--- config.mk ---
export PLATFORM = sky130hd
export DESIGN_NAME = cart_flash_arbiter_flat
export DESIGN_NICKNAME = d
export VERILOG_FILES = /design/src/rtl/cart_flash_arbiter_if.sv /design/src/rtl/cart_flash_arbiter.sv /design/src/flat_wrapper.sv
export SDC_FILE = /design/constraint.sdc
export NUM_CORES = 1
export LEC_CHECK = 0
export CAP_MARGIN = 10
export CORE_ASPECT_RATIO = 0.9
export CORE_MARGIN = 2
export CORE_UTILIZATION = 35
export DETAILED_ROUTE_END_ITERATION = 12
export PLACE_DENSITY = 0.78
export SETUP_SLACK_MARGIN = 0.1
export SYNTH_ARGS = -nofsm -noshare
export SYNTH_HDL_FRONTEND = slang
export SYNTH_SLANG_ARGS = --single-unit
--- constraint.sdc ---
create_clock -name clk -period 5.05 [get_ports clk]
set_input_delay 0.7575 -clock clk [delete_from_list [all_inputs] [get_ports clk]]
set_output_delay 0.7575 -clock clk [all_outputs]
set_load 0.1 [all_outputs]
--- src/rtl/cart_flash_arbiter_if.sv ---
// Flash-bus sharing interface: Game Boy and auxiliary read ports plus
// the parallel flash pins, bundled for the arbiter.
interface cart_flash_arbiter_if #(
  parameter int unsigned AW = 24
);
  logic          gb_req;
  logic [14:0]   gb_addr;
  logic          gb_ack;
  logic [7:0]    gb_rdata;
  logic          aux_req;
  logic [AW-1:0] aux_addr;
  logic          aux_ack;
  logic [15:0]   aux_rdata;
  logic [AW-1:0] flash_a;
  logic [15:0]   flash_d;
  logic          flash_ce_b;
  logic          flash_oe_b;
  logic          flash_adv_b;
  logic          flash_we_b;
  logic          busy;

  modport master (
    output gb_req, gb_addr, aux_req, aux_addr, flash_d,
    input  gb_ack, gb_rdata, aux_ack, aux_rdata,
    input  flash_a, flash_ce_b, flash_oe_b,
    input  flash_adv_b, flash_we_b, busy
  );

  modport slave (
    input  gb_req, gb_addr, aux_req, aux_addr, flash_d,
    output gb_ack, gb_rdata, aux_ack, aux_rdata,
    output flash_a, flash_ce_b, flash_oe_b,
    output flash_adv_b, flash_we_b, busy
  );
endinterface

--- src/rtl/cart_flash_arbiter.sv ---
// Round-robin arbiter sequencing flash reads for the Game Boy
// cartridge fetch port and the auxiliary debug/loader port.
module cart_flash_arbiter #(
  parameter int unsigned   WAIT_CYCLES = 4,
  parameter int unsigned   AW          = 24,
  parameter logic [AW-1:0] GB_BASE     = 24'h000104
) (
  input logic clk,
  input logic rst,
  cart_flash_arbiter_if.slave bus
);

  typedef enum logic [2:0] {
    S_IDLE,
    S_ADDR,
    S_WAIT,
    S_DATA,
    S_RECOVER
  } state_t;

  state_t        r_state;
  state_t        w_next;
  logic [3:0]    r_cnt;
  logic          r_last;
  logic [AW-1:0] r_a;
  logic [7:0]    r_gb_rdata;
  logic [15:0]   r_aux_rdata;
  logic          r_gb_ack;
  logic          r_aux_ack;
  logic          r_ce_b;
  logic          r_oe_b;
  logic          r_adv_b;
  logic          r_busy;

  logic          w_gnt_gb;
  logic          w_gnt_aux;
  logic          w_grant;
  logic [AW-1:0] w_gb_a;
  logic          w_ce_b;
  logic          w_oe_b;
  logic          w_adv_b;
  logic          w_busy;
  logic          w_gb_ack;
  logic          w_aux_ack;

  // r_last = 1 means the auxiliary port was served last
  assign w_gnt_gb  = bus.gb_req & (~bus.aux_req | r_last);
  assign w_gnt_aux = bus.aux_req & (~bus.gb_req | ~r_last);
  assign w_grant   = w_gnt_gb | w_gnt_aux;
  assign w_gb_a    = {{(AW-15){1'b0}}, bus.gb_addr} + GB_BASE;

  always_ff @(posedge clk) begin
    if (rst) r_state <= S_IDLE;
    else     r_state <= w_next;
  end

  always_comb begin
    w_next = r_state;
    unique case (r_state)
      S_IDLE:    if (w_grant) w_next = S_ADDR;
      S_ADDR:    w_next = S_WAIT;
      S_WAIT:    if (r_cnt == 4'd0) w_next = S_DATA;
      S_DATA:    w_next = S_RECOVER;
      S_RECOVER: w_next = S_IDLE;
      default:   w_next = S_IDLE;
    endcase
  end

  // Strobes and acks are decoded from the next state so they register
  // in the same cycle the FSM enters that state.
  always_comb begin
    w_ce_b    = 1'b1;
    w_oe_b    = 1'b1;
    w_adv_b   = 1'b1;
    w_busy    = (w_next != S_IDLE);
    w_gb_ack  = 1'b0;
    w_aux_ack = 1'b0;
    unique case (w_next)
      S_ADDR: begin
        w_ce_b  = 1'b0;
        w_adv_b = 1'b0;
      end
      S_WAIT: begin
        w_ce_b = 1'b0;
        w_oe_b = 1'b0;
      end
      S_DATA: begin
        w_ce_b    = 1'b0;
        w_oe_b    = 1'b0;
        w_gb_ack  = ~r_last;
        w_aux_ack = r_last;
      end
      default: ;
    endcase
  end

  always_ff @(posedge clk) begin
    if (rst) begin
      r_cnt       <= 4'd0;
      r_last      <= 1'b1;
      r_a         <= '0;
      r_gb_rdata  <= 8'h00;
      r_aux_rdata <= 16'h0000;
      r_gb_ack    <= 1'b0;
      r_aux_ack   <= 1'b0;
      r_ce_b      <= 1'b1;
      r_oe_b      <= 1'b1;
      r_adv_b     <= 1'b1;
      r_busy      <= 1'b0;
    end else begin
      if (r_state == S_IDLE && w_grant) begin
        r_last <= w_gnt_aux;
        r_a    <= w_gnt_aux ? bus.aux_addr : w_gb_a;
      end
      if (r_state == S_ADDR)
        r_cnt <= 4'(WAIT_CYCLES - 1);
      else if (r_state == S_WAIT && r_cnt != 4'd0)
        r_cnt <= r_cnt - 4'd1;
      if (r_state == S_WAIT && r_cnt == 4'd0) begin
        if (r_last) r_aux_rdata <= bus.flash_d;
        else        r_gb_rdata  <= bus.flash_d[7:0];
      end
      r_gb_ack  <= w_gb_ack;
      r_aux_ack <= w_aux_ack;
      r_ce_b    <= w_ce_b;
      r_oe_b    <= w_oe_b;
      r_adv_b   <= w_adv_b;
      r_busy    <= w_busy;
    end
  end

  assign bus.gb_ack      = r_gb_ack;
  assign bus.gb_rdata    = r_gb_rdata;
  assign bus.aux_ack     = r_aux_ack;
  assign bus.aux_rdata   = r_aux_rdata;
  assign bus.flash_a     = r_a;
  assign bus.flash_ce_b  = r_ce_b;
  assign bus.flash_oe_b  = r_oe_b;
  assign bus.flash_adv_b = r_adv_b;
  assign bus.flash_we_b  = 1'b1;
  assign bus.busy        = r_busy;

endmodule
--- src/flat_wrapper.sv ---
// flat-port wrapper written by rule: the top's interface ports become plain ports
module cart_flash_arbiter_flat 
#(
  parameter int unsigned   WAIT_CYCLES = 4,
  parameter int unsigned   AW          = 24,
  parameter logic [AW-1:0] GB_BASE     = 24'h000104
)
  (clk, rst, bus_gb_req, bus_gb_addr, bus_aux_req, bus_aux_addr, bus_flash_d, bus_gb_ack, bus_gb_rdata, bus_aux_ack, bus_aux_rdata, bus_flash_a, bus_flash_ce_b, bus_flash_oe_b, bus_flash_adv_b, bus_flash_we_b, bus_busy);
  cart_flash_arbiter_if #(.AW(AW)) bus_i ();
  input logic clk;
  input logic rst;
  input wire logic [$bits(bus_i.gb_req)-1:0] bus_gb_req;
  input wire logic [$bits(bus_i.gb_addr)-1:0] bus_gb_addr;
  input wire logic [$bits(bus_i.aux_req)-1:0] bus_aux_req;
  input wire logic [$bits(bus_i.aux_addr)-1:0] bus_aux_addr;
  input wire logic [$bits(bus_i.flash_d)-1:0] bus_flash_d;
  output wire logic [$bits(bus_i.gb_ack)-1:0] bus_gb_ack;
  output wire logic [$bits(bus_i.gb_rdata)-1:0] bus_gb_rdata;
  output wire logic [$bits(bus_i.aux_ack)-1:0] bus_aux_ack;
  output wire logic [$bits(bus_i.aux_rdata)-1:0] bus_aux_rdata;
  output wire logic [$bits(bus_i.flash_a)-1:0] bus_flash_a;
  output wire logic [$bits(bus_i.flash_ce_b)-1:0] bus_flash_ce_b;
  output wire logic [$bits(bus_i.flash_oe_b)-1:0] bus_flash_oe_b;
  output wire logic [$bits(bus_i.flash_adv_b)-1:0] bus_flash_adv_b;
  output wire logic [$bits(bus_i.flash_we_b)-1:0] bus_flash_we_b;
  output wire logic [$bits(bus_i.busy)-1:0] bus_busy;
  assign bus_i.gb_req = bus_gb_req;
  assign bus_i.gb_addr = bus_gb_addr;
  assign bus_i.aux_req = bus_aux_req;
  assign bus_i.aux_addr = bus_aux_addr;
  assign bus_i.flash_d = bus_flash_d;
  assign bus_gb_ack = bus_i.gb_ack;
  assign bus_gb_rdata = bus_i.gb_rdata;
  assign bus_aux_ack = bus_i.aux_ack;
  assign bus_aux_rdata = bus_i.aux_rdata;
  assign bus_flash_a = bus_i.flash_a;
  assign bus_flash_ce_b = bus_i.flash_ce_b;
  assign bus_flash_oe_b = bus_i.flash_oe_b;
  assign bus_flash_adv_b = bus_i.flash_adv_b;
  assign bus_flash_we_b = bus_i.flash_we_b;
  assign bus_busy = bus_i.busy;
  cart_flash_arbiter #(.WAIT_CYCLES(WAIT_CYCLES), .AW(AW), .GB_BASE(GB_BASE)) u_core (.clk(clk), .rst(rst), .bus(bus_i));
endmodule
## After elaboration in Yosys (flattened, before gate mapping)

Cells that the tools add are included.

- Register bits after elaboration: 62
- Bits of input ports: 59
- Output and inout port bits: 55
- Logic and storage cells: 53

- $add $sub $neg: 2
- Eq/ne operators: 6
- Mux-type cells: 9
- Bitwise operators: 9
- Reduce and logical (&&, ||, !) cells: 14

Operator list:

| cell | number |
|---|---|
| 24-bit two-way mux | 1 |
| 15-bit by 9-bit adder with 16-bit output, second input constant | 1 |
| 3-bit by 2-bit equality test with 1-bit output, second input constant | 4 |
| 3-bit one-hot mux with 4 select lines | 1 |
| 3-bit by 1-bit equality test with 1-bit output, second input constant | 2 |
| 3-bit two-way mux | 2 |
| 2-bit OR reduction | 3 |
| 4-bit zero test | 1 |
| 2-bit two-way mux | 2 |
| 1-bit inverter | 4 |
| 2-bit AND reduction | 2 |
| 4-bit nonzero test | 1 |
| 4-bit by 1-bit subtractor with 4-bit output, second input constant | 1 |
| 1-bit logical AND | 3 |
| 3-bit zero test | 1 |
| 1-bit two-way mux | 3 |
| 1-bit OR | 3 |
| 3-bit nonzero test | 1 |
| 3-bit OR reduction | 1 |
| 1-bit bitwise AND | 2 |
| 2-bit nonzero test | 1 |

## Depth between registers and ports, before layout

- Depth in word-level cells: 9
- Depth in mapped cells: 7
- Depth with buffers taken out: 6

## Worst setup path after synthesis

No wires, ideal clock.

- Kind: input -> register
- From: input bus_aux_req
- To: register u_core.r_a[6], in the netlist u_core.bus.flash_a[6]
- Arrival: 1779 ps
- Required time: 4922 ps
- Setup slack: 3144 ps
- Stages on the path: 5
- Buffers on the path: 1
- Cell sequence: a21boi_1 nor3_1 buf_2 a222oi_1 nor2_1

- Cells in the longest elaborated chain, start to end: 5
- Elaborated cells on any way between the ends: 7
- Those cells by class: mux: 1; bitwise: 5; reduce/logical: 1

RTL lines:

| element | line | RTL |
|---|---|---|
| start, declared | flat_wrapper.sv:14 | `input wire logic [$bits(bus_i.aux_req)-1:0] bus_aux_req;` |
| 1-bit inverter | cart_flash_arbiter.sv:47 | `assign w_gnt_gb = bus.gb_req & (~bus.aux_req \| r_last);` |
| 1-bit OR | cart_flash_arbiter.sv:47 |  |
| 1-bit bitwise AND | cart_flash_arbiter.sv:47 |  |
| 1-bit OR | cart_flash_arbiter.sv:49 | `assign w_grant = w_gnt_gb \| w_gnt_aux;` |
| 1-bit logical AND | cart_flash_arbiter.sv:111 | `if (r_state == S_IDLE && w_grant) begin` |
| end signal, assigned | cart_flash_arbiter.sv:113 | `r_a <= w_gnt_aux ? bus.aux_addr : w_gb_a;` |
| end, declared | cart_flash_arbiter.sv:25 | `logic [AW-1:0] r_a;` |

Several ways; a longest one is shown, not always the timed one.
A chain may end at the register's enable or synchronous reset.

## Worst setup path after layout

- From: register u_core.r_a[14], in the netlist u_core.bus.flash_a[14]
- To: output bus_flash_a[14]

RTL lines:

| element | line | RTL |
|---|---|---|
| end, declared | flat_wrapper.sv:21 | `output wire logic [$bits(bus_i.flash_a)-1:0] bus_flash_a;` |

No word-level cell between the ends.

==> reports/qor.yml <==
critical_path:
  stage_delay_of_the_slowest_cell_on_the_critical_path_ps: 1150
  worstPathArrival_ps: 1850
  path_buf_inv: 1
  crit_path_start_kind: "register"
  crit_type: "reg2out"
  critical-path-slowest-cell: "clkdlybuf4s50_1"
  worst-path-max-fanout: 3
  timing.critical_path.to_type: "output port"
  crit_required_ps: 4290
  worst_path_cell_chain: "clkdlybuf4s50_1"
  worst_path_dominant_cell_family: "buffers and inverters"
clocking:
  cts-resized-gates: 0
  h-tree-depth: 3
  numClockSinks: 62
  clock_insertion_delay_worst_skew_ps: 340
  cts.root.buffer_cell: "clkbuf_8"
  cts_made_buffers: 9
  cts.reportedPaths.clkPinSlew_ps: 60
  clk_path_buf_depth: 2
  cts_post_setup_buffers_inserted: 0
  ctsHoldBuffers: 0
  tritoncts: "done"
grt:
  grt_start_max_net_pins: 54
  antenna_found_initial: 0
  grt_util_overall_pct: 17.90
  wire_length_of_the_first_global_routing_pass_mm: 11.27
  grt_overflow_total: 0
  grt_pass1_vias: 2386
placement:
  numPlacedInstances: 467
  place.gp.congestion: 0.9008
  dp_hpwl_mm: 5.089
  place.port_buffers: 112
floorplanning:
  design.portCount: 114
  fp.dieH_um: 85.51
  core_area_um2: 7112
  fp-row-count: 29
  initial_core_utilization_pct: 36.33
  die_x_um: 94.57
  design.die.area_um2: 8086
logic_synthesis:
  post-synth-top-area-cell: "dfxtp_1"
  post_synth_most_frequent_cells: "dfxtp_1, nor2_1, mux2i_1"
  synth_simple_gate_area_share_pct: 18.93
  synth.distinct_cells: 53
  synth-edff-count: 0
  yosys.area_share.xor_xnor_pct: 2.712
  synthTopCellsByArea: "dfxtp_1, mux2i_1, nor2_1, a22oi_1, nand2_1"
  area_fraction_in_compound_gates_after_synthesis_pct: 16.22
  synthesis.area_per_instance_um2: 9.395
  post_synth_fa_ha_maj_area_fraction_pct: 0.9685
  yosysSeqAreaShare_pct: 48.04
  synth_top_family_by_area: "simple AND/OR/NAND/NOR gates"
  synth-seq-cells: 62
  ys.flop_type: "dfxtp_1"
  syn-cell-area_um2: 2584
  async_flop_share_pct: 0
  yosysWarningCount: 0
  most_used_standard_cell_by_instance_count_after_synthesis: "dfxtp_1"
  muxShareOfSynthArea_pct: 9.685
  postSynthCellCount: 275
  netlist.area_leader.share_pct: 48.04
  synth.net_count: 336
timing:
  worstMarginPinSlew_ps: 1008
  slew_viol_final: 0
  timing.final.crit_share_pct: 51.57
  max_clock_freq_mhz: 384.0
  finalWorstPathRequiredPeriod_ps: 2604
  fin_setup_tns_ps: 0
  setup_viol: 0
  rsz0062_at_grt: "no"
  finClkSkew_ps: 9.229
  worst_hold_slack_ps: 478.1
  max_slew_margin_pct: 32.60
  final-hold-violation-count: 0
cells_and_area:
  insertedDiodeCount: 0
  final_cells: 483
  drive_above_1_share_pct: 6.923
  syn_to_final_growth_pct: 54.62
  num-fill-cells: 679
  finish.net_count: 446
route:
  drt_wl_total_mm: 6.965
  viasPerCell: 5.116
  detail_route.drc_violations: 0
  post_drt_wl_per_cell_um: 14.42
  via_count: 2471
  first_pass_iters: 5
  first_iter_violations: 109
  detail-route-antenna-nets: 0
power_and_ir_drop:
  p_switching_mw: 0.9649
  power_frac_clock_pct: 23.6
  switching_share_pct: 45.25
  internal_power_mw: 1.168
  pwr-share-comb_pct: 47.0
  design_power_total_mw: 2.132
  ir_drop_mv: 0.2654
  leakage_nw: 1.578
  powerDensity_nw_per_um2: 533.8
  share_seq_of_total_power_pct: 29.4
run:
  drv_cap: 0
outcome:
  outcome: "completed"
hold_path:
  hold_path.class: "reg2reg"
## state kept, by name, indices dropped and copies added (netlist names)
| register | count |
|---|---|
| u_core.bus.aux_ack | 1 |
| u_core.bus.aux_rdata | 16 |
| u_core.bus.busy | 1 |
| u_core.bus.flash_a | 24 |
| u_core.bus.flash_adv_b | 1 |
| u_core.bus.flash_ce_b | 1 |
| u_core.bus.flash_oe_b | 1 |
| u_core.bus.gb_ack | 1 |
| u_core.bus.gb_rdata | 8 |
| u_core.r_cnt | 4 |
| u_core.r_last | 1 |
| u_core.r_state | 3 |
## cells by family (layout without fill, tap and decap cells)
kind of cell / after synthesis / in the layout
compound gates: 56 / 56
xor+xnor: 8 / 8
fa+ha+maj: 2 / 2
buf+inv: 20 / 135
flops: 62 / 62
mux: 25 / 25
other cells: 1 / 1
simple gates: 101 / 101
## per-layer routing
metal	vias to the layer above	track usage, %	share of wire (%)
met4	0	6.719	1.6
li1	1216	-	-
met2	98	29.09	48
met5	-	0	0
met3	8	7.030	8.2
met1	1149	21.45	43
## layout by cell type, fill, tap and decap left out, drive strengths merged, types with 3 or more instances in the layout
| cell type | instances |
|---|---|
| nand3 | 8 |
| inv | 5 |
| a21oi | 9 |
| nor3 | 6 |
| a211oi | 3 |
| nor2 | 49 |
| clkdlybuf4s50 | 111 |
| a222oi | 6 |
| a211o | 3 |
| mux2i | 25 |
| dfxtp | 62 |
| nand2 | 17 |
| xnor2 | 5 |
| clkbuf | 13 |
| xor2 | 3 |
| nand4 | 6 |
| a22oi | 10 |
| o21ai | 6 |
| and3 | 3 |
## path summary, 6_finish.rpt
check | from | end | slack [ps] | cells past startpoint
worst min-delay path | u_core.bus.flash_a[5] | u_core.bus.flash_a[5] | 480 | 2
worst max register to register | u_core.r_state[0] | u_core.bus.flash_a[14] | 2800 | 4
worst max-delay path | u_core.bus.flash_a[14] | bus_flash_a[14] | 2450 | 1
worst min register to register | u_core.bus.flash_a[5] | u_core.bus.flash_a[5] | 480 | 2
## area by class of cell
cell class,count,area [um^2],share of cell area (%)
multi-input cells,193,1257,31.48
flip-flops and latches,62,1241,31.07
repair buffers,113,1124,28.12
clock buffers,13,168.9,4.228
well taps,93,116.4,2.913
clock inverters,3,65.06,1.629
inverters,6,22.52,0.5637
## metrics by stage
stage / worst slack [ps] / area, um^2 / utilization (%)
floorplan: 3144 / 2584 / -
global placement: 2361 / 3761 / 52.89
detailed placement: 2285 / 3761 / 52.89
CTS: 2425 / 3995 / 56.18
global route: 2369 / 3995 / 56.18
finish: 2446 / 3995 / 56.18
## power groups by stage
| stage | logic [mW] | clock network (mW) | registers, mW |
|---|---|---|---|
| floorplan | 0.275 | 0 | 1.12 |
| global placement | 0.992 | 0 | 0.636 |
| detailed placement | 1.00 | 0 | 0.637 |
| CTS | 1.01 | 0.516 | 0.628 |
| global route | 1.05 | 0.538 | 0.639 |
| finish | 1.00 | 0.503 | 0.628 |
Note: power is estimated with default switching activity, not from simulation.
